$ cat src/rtl/sysid_ext_slave.sv
// Parametrised system-ID Avalon-MM slave: ID, timestamp, capabilities, clock rate,
// scratch register and optional 64-bit uptime counter (macro SYSID_EXT_UPTIME_EN).
module sysid_ext_slave #(
  parameter logic [31:0] ID_VALUE      = 32'h11223344,
  parameter logic [31:0] TIMESTAMP     = 32'd1459428134,
  parameter int unsigned CLOCK_HZ      = 50000000,
  parameter int unsigned READ_LATENCY  = 1,
  parameter logic [31:0] SCRATCH_RESET = 32'h00000000
) (
  input  logic        clock,
  input  logic        reset_n,
  input  logic [2:0]  address,
  input  logic        read,
  input  logic        write,
  input  logic [31:0] writedata,
  input  logic [3:0]  byteenable,
  output logic [31:0] readdata,
  output logic        readdatavalid
);

  localparam int unsigned DW = 32;
  localparam int unsigned BW = DW / 8;
  localparam int unsigned AW = 3;

  localparam logic [AW-1:0] ADDR_ID      = AW'(0);
  localparam logic [AW-1:0] ADDR_TS      = AW'(1);
  localparam logic [AW-1:0] ADDR_SCRATCH = AW'(2);
  localparam logic [AW-1:0] ADDR_UP_LO   = AW'(3);
  localparam logic [AW-1:0] ADDR_UP_HI   = AW'(4);
  localparam logic [AW-1:0] ADDR_CAP     = AW'(5);
  localparam logic [AW-1:0] ADDR_CLK     = AW'(6);

`ifdef SYSID_EXT_UPTIME_EN
  localparam logic UPTIME_PRESENT = 1'b1;
`else
  localparam logic UPTIME_PRESENT = 1'b0;
`endif

  localparam logic [DW-1:0] CAP_WORD = {16'h0001, 7'd0, UPTIME_PRESENT, 6'd0, 2'(READ_LATENCY)};

  logic [DW-1:0] scratch;
  logic [DW-1:0] uptime_lo_c;
  logic [DW-1:0] uptime_hi_c;
  logic [DW-1:0] rd_data_c;

  // Scratch register with per-byte write enables
  always_ff @(posedge clock or negedge reset_n) begin
    if (!reset_n) begin
      scratch <= SCRATCH_RESET;
    end else if (write && (address == ADDR_SCRATCH)) begin
      for (int i = 0; i < int'(BW); i++) begin
        if (byteenable[i]) scratch[8*i +: 8] <= writedata[8*i +: 8];
      end
    end
  end

`ifdef SYSID_EXT_UPTIME_EN
  logic [63:0]   uptime;
  logic [DW-1:0] shadow;

  // Free-running counter; a low-word read snapshots the high word for a tear-free pair
  always_ff @(posedge clock or negedge reset_n) begin
    if (!reset_n) begin
      uptime <= '0;
      shadow <= '0;
    end else begin
      uptime <= uptime + 64'd1;
      if (read && (address == ADDR_UP_LO)) shadow <= uptime[63:32];
    end
  end

  assign uptime_lo_c = uptime[31:0];
  assign uptime_hi_c = shadow;
`else
  assign uptime_lo_c = '0;
  assign uptime_hi_c = '0;
`endif

  // Read mux sampled in the issue cycle
  always_comb begin
    rd_data_c = '0;
    case (address)
      ADDR_ID:      rd_data_c = ID_VALUE;
      ADDR_TS:      rd_data_c = TIMESTAMP;
      ADDR_SCRATCH: rd_data_c = scratch;
      ADDR_UP_LO:   rd_data_c = uptime_lo_c;
      ADDR_UP_HI:   rd_data_c = uptime_hi_c;
      ADDR_CAP:     rd_data_c = CAP_WORD;
      ADDR_CLK:     rd_data_c = DW'(CLOCK_HZ);
      default:      rd_data_c = '0;
    endcase
  end

  generate
    if (READ_LATENCY == 1) begin : g_lat1
      always_ff @(posedge clock or negedge reset_n) begin
        if (!reset_n) begin
          readdata      <= '0;
          readdatavalid <= 1'b0;
        end else begin
          readdatavalid <= read;
          if (read) readdata <= rd_data_c;
        end
      end
    end else if (READ_LATENCY == 2) begin : g_lat2
      logic          s1_valid;
      logic [DW-1:0] s1_data;

      always_ff @(posedge clock or negedge reset_n) begin
        if (!reset_n) begin
          s1_valid      <= 1'b0;
          s1_data       <= '0;
          readdata      <= '0;
          readdatavalid <= 1'b0;
        end else begin
          s1_valid      <= read;
          if (read) s1_data <= rd_data_c;
          readdatavalid <= s1_valid;
          if (s1_valid) readdata <= s1_data;
        end
      end
    end else begin : g_bad_latency
      $error("sysid_ext_slave: READ_LATENCY must be 1 or 2");
    end
  endgenerate

endmodule
$ cat config.mk
export PLATFORM = sky130hd
export DESIGN_NAME = sysid_ext_slave
export DESIGN_NICKNAME = d
export VERILOG_FILES = /design/src/rtl/sysid_ext_slave.sv
export SDC_FILE = /design/constraint.sdc
export NUM_CORES = 1
export LEC_CHECK = 0
export BUFFER_PORTS_ARGS = -buffer_cell sky130_fd_sc_hd__buf_4
export CAP_MARGIN = 20
export CORE_MARGIN = 2
export CORE_UTILIZATION = 55
export DETAILED_ROUTE_END_ITERATION = 8
export GPL_TIMING_DRIVEN = 0
export MAX_ROUTING_LAYER = met4
export PLACE_DENSITY = 0.86
export SYNTH_ARGS = -nofsm -noshare
export SYNTH_HDL_FRONTEND = slang
export SYNTH_SLANG_ARGS = --single-unit
$ cat constraint.sdc
create_clock -name clock -period 1.75 [get_ports clock]
set_input_delay 0.175 -clock clock [delete_from_list [all_inputs] [get_ports clock]]
set_output_delay 0.175 -clock clock [all_outputs]
set_load 0.02 [all_outputs]
## Yosys cells after proc, flatten, opt, wreduce, memory -nomap -nowiden

Index checks and enable logic that the tools add are counted.

| word-level totals | value |
|---|---|
| register bits after elaboration | 65 |
| input bits | 43 |
| output and inout port bits | 33 |
| logic and storage cells | 17 |

| operators by class | value |
|---|---|
| eq/ne operators | 4 |
| multiplexer cells | 1 |
| reduce and logical (&&, ||, !) cells | 6 |

Operators by type and width:

| operator | count |
|---|---|
| 32-bit one-hot mux with 5 select lines | 1 |
| 2-bit AND reduction | 4 |
| 3-bit equality test, second input constant | 2 |
| 3-bit by 1-bit equality test with 1-bit output, second input constant | 1 |
| 3-bit by 2-bit equality test with 1-bit output, second input constant | 1 |
| 3-bit zero test | 1 |
| 1-bit logical AND | 1 |

## Logic depth before layout (Yosys ltp)

| depth | value |
|---|---|
| word-level depth | 3 |
| gate-level depth with buffers | 6 |
| gate-level depth less buffers | 3 |

## Worst setup path before layout

OpenSTA, ideal clock, no wires.

| path | value |
|---|---|
| path kind | input-to-reg |
| from | in address[0] |
| to | reg scratch[0] |
| library setup time | 0.128 ns |
| arrival time | 1.116 ns |
| data required time | 1.622 ns |
| slack | 0.506 ns |
| cell stages on the path | 5 |
| path buffers | 2 |
| cell sequence | buf_2 -> and4bb_1 -> buf_4 -> nand2_4 -> mux2_1 |

| on the way | value |
|---|---|
| cells in the longest elaborated chain, start to end | 3 |

Ends and longest elaborated chain:

| what | RTL line | RTL |
|---|---|---|
| start: declaration | 12 | `input logic [2:0] address,` |
| 3-bit by 2-bit equality test with 1-bit output | 50 | `end else if (write && (address == ADDR_SCRATCH)) begin` |
| 1-bit logical AND | 50 |  |
| 2-bit AND reduction (no line) | -- |  |
| end signal: indexed assignment | 52 | `if (byteenable[i]) scratch[8*i +: 8] <= writedata[8*i +: 8];` |
| end: declaration | 41 | `logic [DW-1:0] scratch;` |

Every way passes these cells.
A chain may end at the register's enable or synchronous reset.

==> summary.md <==
| Metric | Value |
|---|---|
| Transition at the pin with the smallest max-transition slack | approximately 0.81 ns |
| Yosys cell types | 26 |
| Post-synth top area share | roughly three fifths |
| Data arrival time of the critical path | 1.52 ns |
| Final-stage net count | 355 |
| FILL cells | about 340 |
| Main area contributors after synthesis | dfrtp_1, mux2_1, o22ai_1, inv_1, nand2_4 |
| Internal power component | about 0.0025 W |
| Antenna violations before repair | 0 |
| Sum of overflow across all layers after global routing | 0 |
| Core Footprint | about 0.0047 mm² |
| Pin count of the biggest net entering global routing | 66 |
| Global routing met3 resource utilization | under 10% |
| Data required time of the worst path | around 2 ns |
| Number of vias per cell | approximately 5.4 |
| Routed Antenna Nets | 0 |
| Setup bufs post-CTS | 0 |
| Share of power burned in registers | 52.7% |
| Maximum operating frequency | ~790 MHz |
| Dpl ws | between 0.1 and 0.15 ns |
| Power Density | 1010 mW/mm² |
| Number of detailed-routing iterations run before antenna repair | 4 |
| Clock tree from TritonCTS | built |
| Total die area | 0.00544 mm² |
| Classification of the worst setup path | input pin to register |
| Largest clock skew in the final design | just under 0.008 ns |
| Final number of setup-violating endpoints | 0 |
| Met1 demand-to-capacity share in global routing | roughly a third |
| Antenna diode count | 0 |
| Sinks on Clock Net | 65 |
| Vias in the first global route | between 1,500 and 2,000 |
| Largest stage delay on the critical path | about 0.39 ns |
| Static leakage power | 1.68 nW |
| Result of the run | finished, final reports clean |
| Ports placed on the boundary | 76 |
| CTS hold repair buffers | 2 |
| Post-DR wirelength/cell | between 15 and 20 µm |
| Slack of the critical path | 0.478 ns |
| Share of the clock period used by the worst path after layout | between 70% and 80% |
| Flop and latch count out of synthesis | 65 |
| Number of buffers added by the clock tree synthesis step | 9 |
| Fraction of power consumed by the clock network | between 30% and 40% |
| Post-synth net total | 268 |
| Post-synthesis instance total | approximately 230 |
| Share of synthesized flip-flops with an asynchronous set or reset | 100% |
| Setup tns final | 0 ns |
| Min cycle time layout | 1.27 ns |
| Number of enable flip-flop cells after synthesis | 0 |
| CP endpoint kind | register |
| Weighted congestion reported at the end of routability-driven placement | a little under 0.8 |
| Critical Path Slowest Stage Cell | nand2_1 |
| Switching fraction of total power | 28.1% |
| CP Max Fanout | 10 |
| Number of vias in the routed layout | 2,016 |
| Startpoint kind of the worst setup timing path | input pin |
| CP most frequent cell | clkbuf_1 |
| Number of design rule violations left after detail routing | 0 |
| Number of H-tree branching levels | 3 |
| Number of max-capacitance violations reported | 0 |
| Buffer depth of the longest clock path | 2 |
| Wire length of the first global-routing pass | 9610 µm |
| CTS clk-pin slew, worst paths | roughly 0.070 ns |
| Worst path cell trace | buf_4, clkbuf_1, clkbuf_1, nand2_1, o22ai_1 |
| Total of buffers placed on input and output ports | 74 |
| Post-Synthesis Cell Area | roughly 0.0027 mm² |
| Kind of path behind the tightest hold check | input pin to register |
| Count of routing violations after the opening detailed-route iteration | around 120 |
| Final max-slew violation count | 0 |
| All-layer global routing usage | 25.2% |
| Fraction of final layout cells with drive strength greater than 1 | a little under a third |
| Final Hold Violating Endpoints | 0 |
| Switching component of the power | roughly 0.00099 W |
| Most frequently used flop master after synthesis | dfrtp_1 |
| HPWL reported at the end of detailed placement | 4210 µm |
| Post-synthesis to final-layout area growth | 30.1% |
| Yosys warning total | 0 |
| Effective utilization at floorplan | 57.0% |
| Global-route layer with the greatest usage | met2 |
| Vert. Die Dim | about 74 µm |
| Clock insertion delay at the later pin of the skew report | 0.34 ns |
| Cell taking the most area after synthesis | dfrtp_1 |
| Chip width | 73.8 µm |
| Cell types with the highest counts after synthesis | dfrtp_1, mux2_1, inv_1 |
| Sequential fraction of the synthesis area | between 60% and 70% |
| # rows | 25 |
| Rel. slew slack | 46.2% |
| Clock tree root driver cell | clkbuf_8 |
| Most frequent cell after synthesis | dfrtp_1 |
| Post-detailed-routing wire length | 6070 µm |
| IR drop worst, VDD | between 0.6 and 0.7 mV |
| Avg Cell Area, Syn | roughly 12 µm² |
| Combinational fraction of design power | 16.9% |
| Setup repair after global routing missed its margin | no |
| Met2 Track Usage GR | a little over a third |
| Post-cts sizing count | 0 |
layout by cell type, fill, tap and decap left out, types with 6 or more instances in the layout:
| cell type | instances |
|---|---|
| buf_4 | 75 |
| dfrtp_1 | 65 |
| mux2_1 | 32 |
| inv_1 | 24 |
| o22ai_1 | 18 |
| clkbuf_1 | 10 |
| nor2_1 | 10 |
| nand2_1 | 9 |
| clkbuf_8 | 9 |
| a21oi_1 | 8 |
| o21ai_1 | 7 |
| a31oi_1 | 6 |
power by group through the flow:
stage	registers [W]	clock network, W	logic (W)
6_report	0.00186	0.00107	0.000595
2_1_floorplan	0.00192	0	0.000264
3_5_place_dp	0.00188	0	0.000598
4_1_cts	0.00185	0.00110	0.000603
3_3_place_gp	0.00187	0	0.000575
5_1_grt	0.00188	0.00116	0.000653
path summary, 6_finish.rpt:
path / startpoint / end / cells past startpoint / slack, ns
min in group asynchronous: reset_n / readdata[26] / 2 / 0.45
min: writedata[27] / scratch[27] / 2 / 0.04
max in group asynchronous: reset_n / scratch[11] / 2 / 0.76
max reg2reg: scratch[13] / readdata[13] / 3 / 0.73
min reg2reg: scratch[14] / scratch[14] / 1 / 0.49
max: read / readdata[30] / 5 / 0.48
flip-flops by register name (all words and copies together), names as in the netlist:
register       count
readdata          32
scratch           32
readdatavalid      1
per-stage QoR:
step	power (W)	cell area, µm²	cells	utilization [%]	hold WS (ns)
after floorplan	0.00218	2680	225	-	-0.121
after global placement	0.00244	3300	353	70.3	0.293
after detailed placement	0.00248	3300	353	70.3	0.295
after CTS	0.00355	3480	371	74.2	0.0276
after global routing	0.00369	3480	371	74.2	0.0232
final	0.00352	3480	371	74.2	0.0403
critical path: cells and delay by family:
family                 cells  cell delay [ns]
AO/OA/AOI/OAI              1             0.23
AND/OR/NAND/NOR            1             0.39
buffers and inverters      3             0.71
kinds of logic (layout without fill, tap and decap cells):
| group | count (synthesis) | after routing | synth area share [%] |
|---|---|---|---|
| AND/OR/NAND/NOR | 35 | 35 | 7.29 |
| buffers and inverters | 38 | 130 | 5.61 |
| AO/OA/AOI/OAI | 53 | 53 | 12.0 |
| multiplexers | 34 | 34 | 14.3 |
| flip-flops | 65 | 65 | 60.8 |
layout make-up:
| type | instances | area [µm²] | share of cell area, % |
|---|---|---|---|
| Timing Repair Buffer | 76 | 576 | 16.5 |
| Buffer | 13 | 56.3 | 1.62 |
| Sequential cell | 65 | 1630 | 46.7 |
| Clock buffer | 10 | 128 | 3.67 |
| Tap cell | 54 | 67.6 | 1.94 |
| Multi-Input combinational cell | 122 | 900 | 25.8 |
| Inverter | 25 | 93.8 | 2.69 |
| Clock inverter | 6 | 35.0 | 1.01 |
routing by layer:
layer | vias to the layer above | wire length [µm]
li1 | 952 | -
met1 | 991 | 2650
met2 | 64 | 3000
met3 | 9 | 340
met4 | 0 | 79
met5 | - | 0
Power figures use the tool's default switching activity.
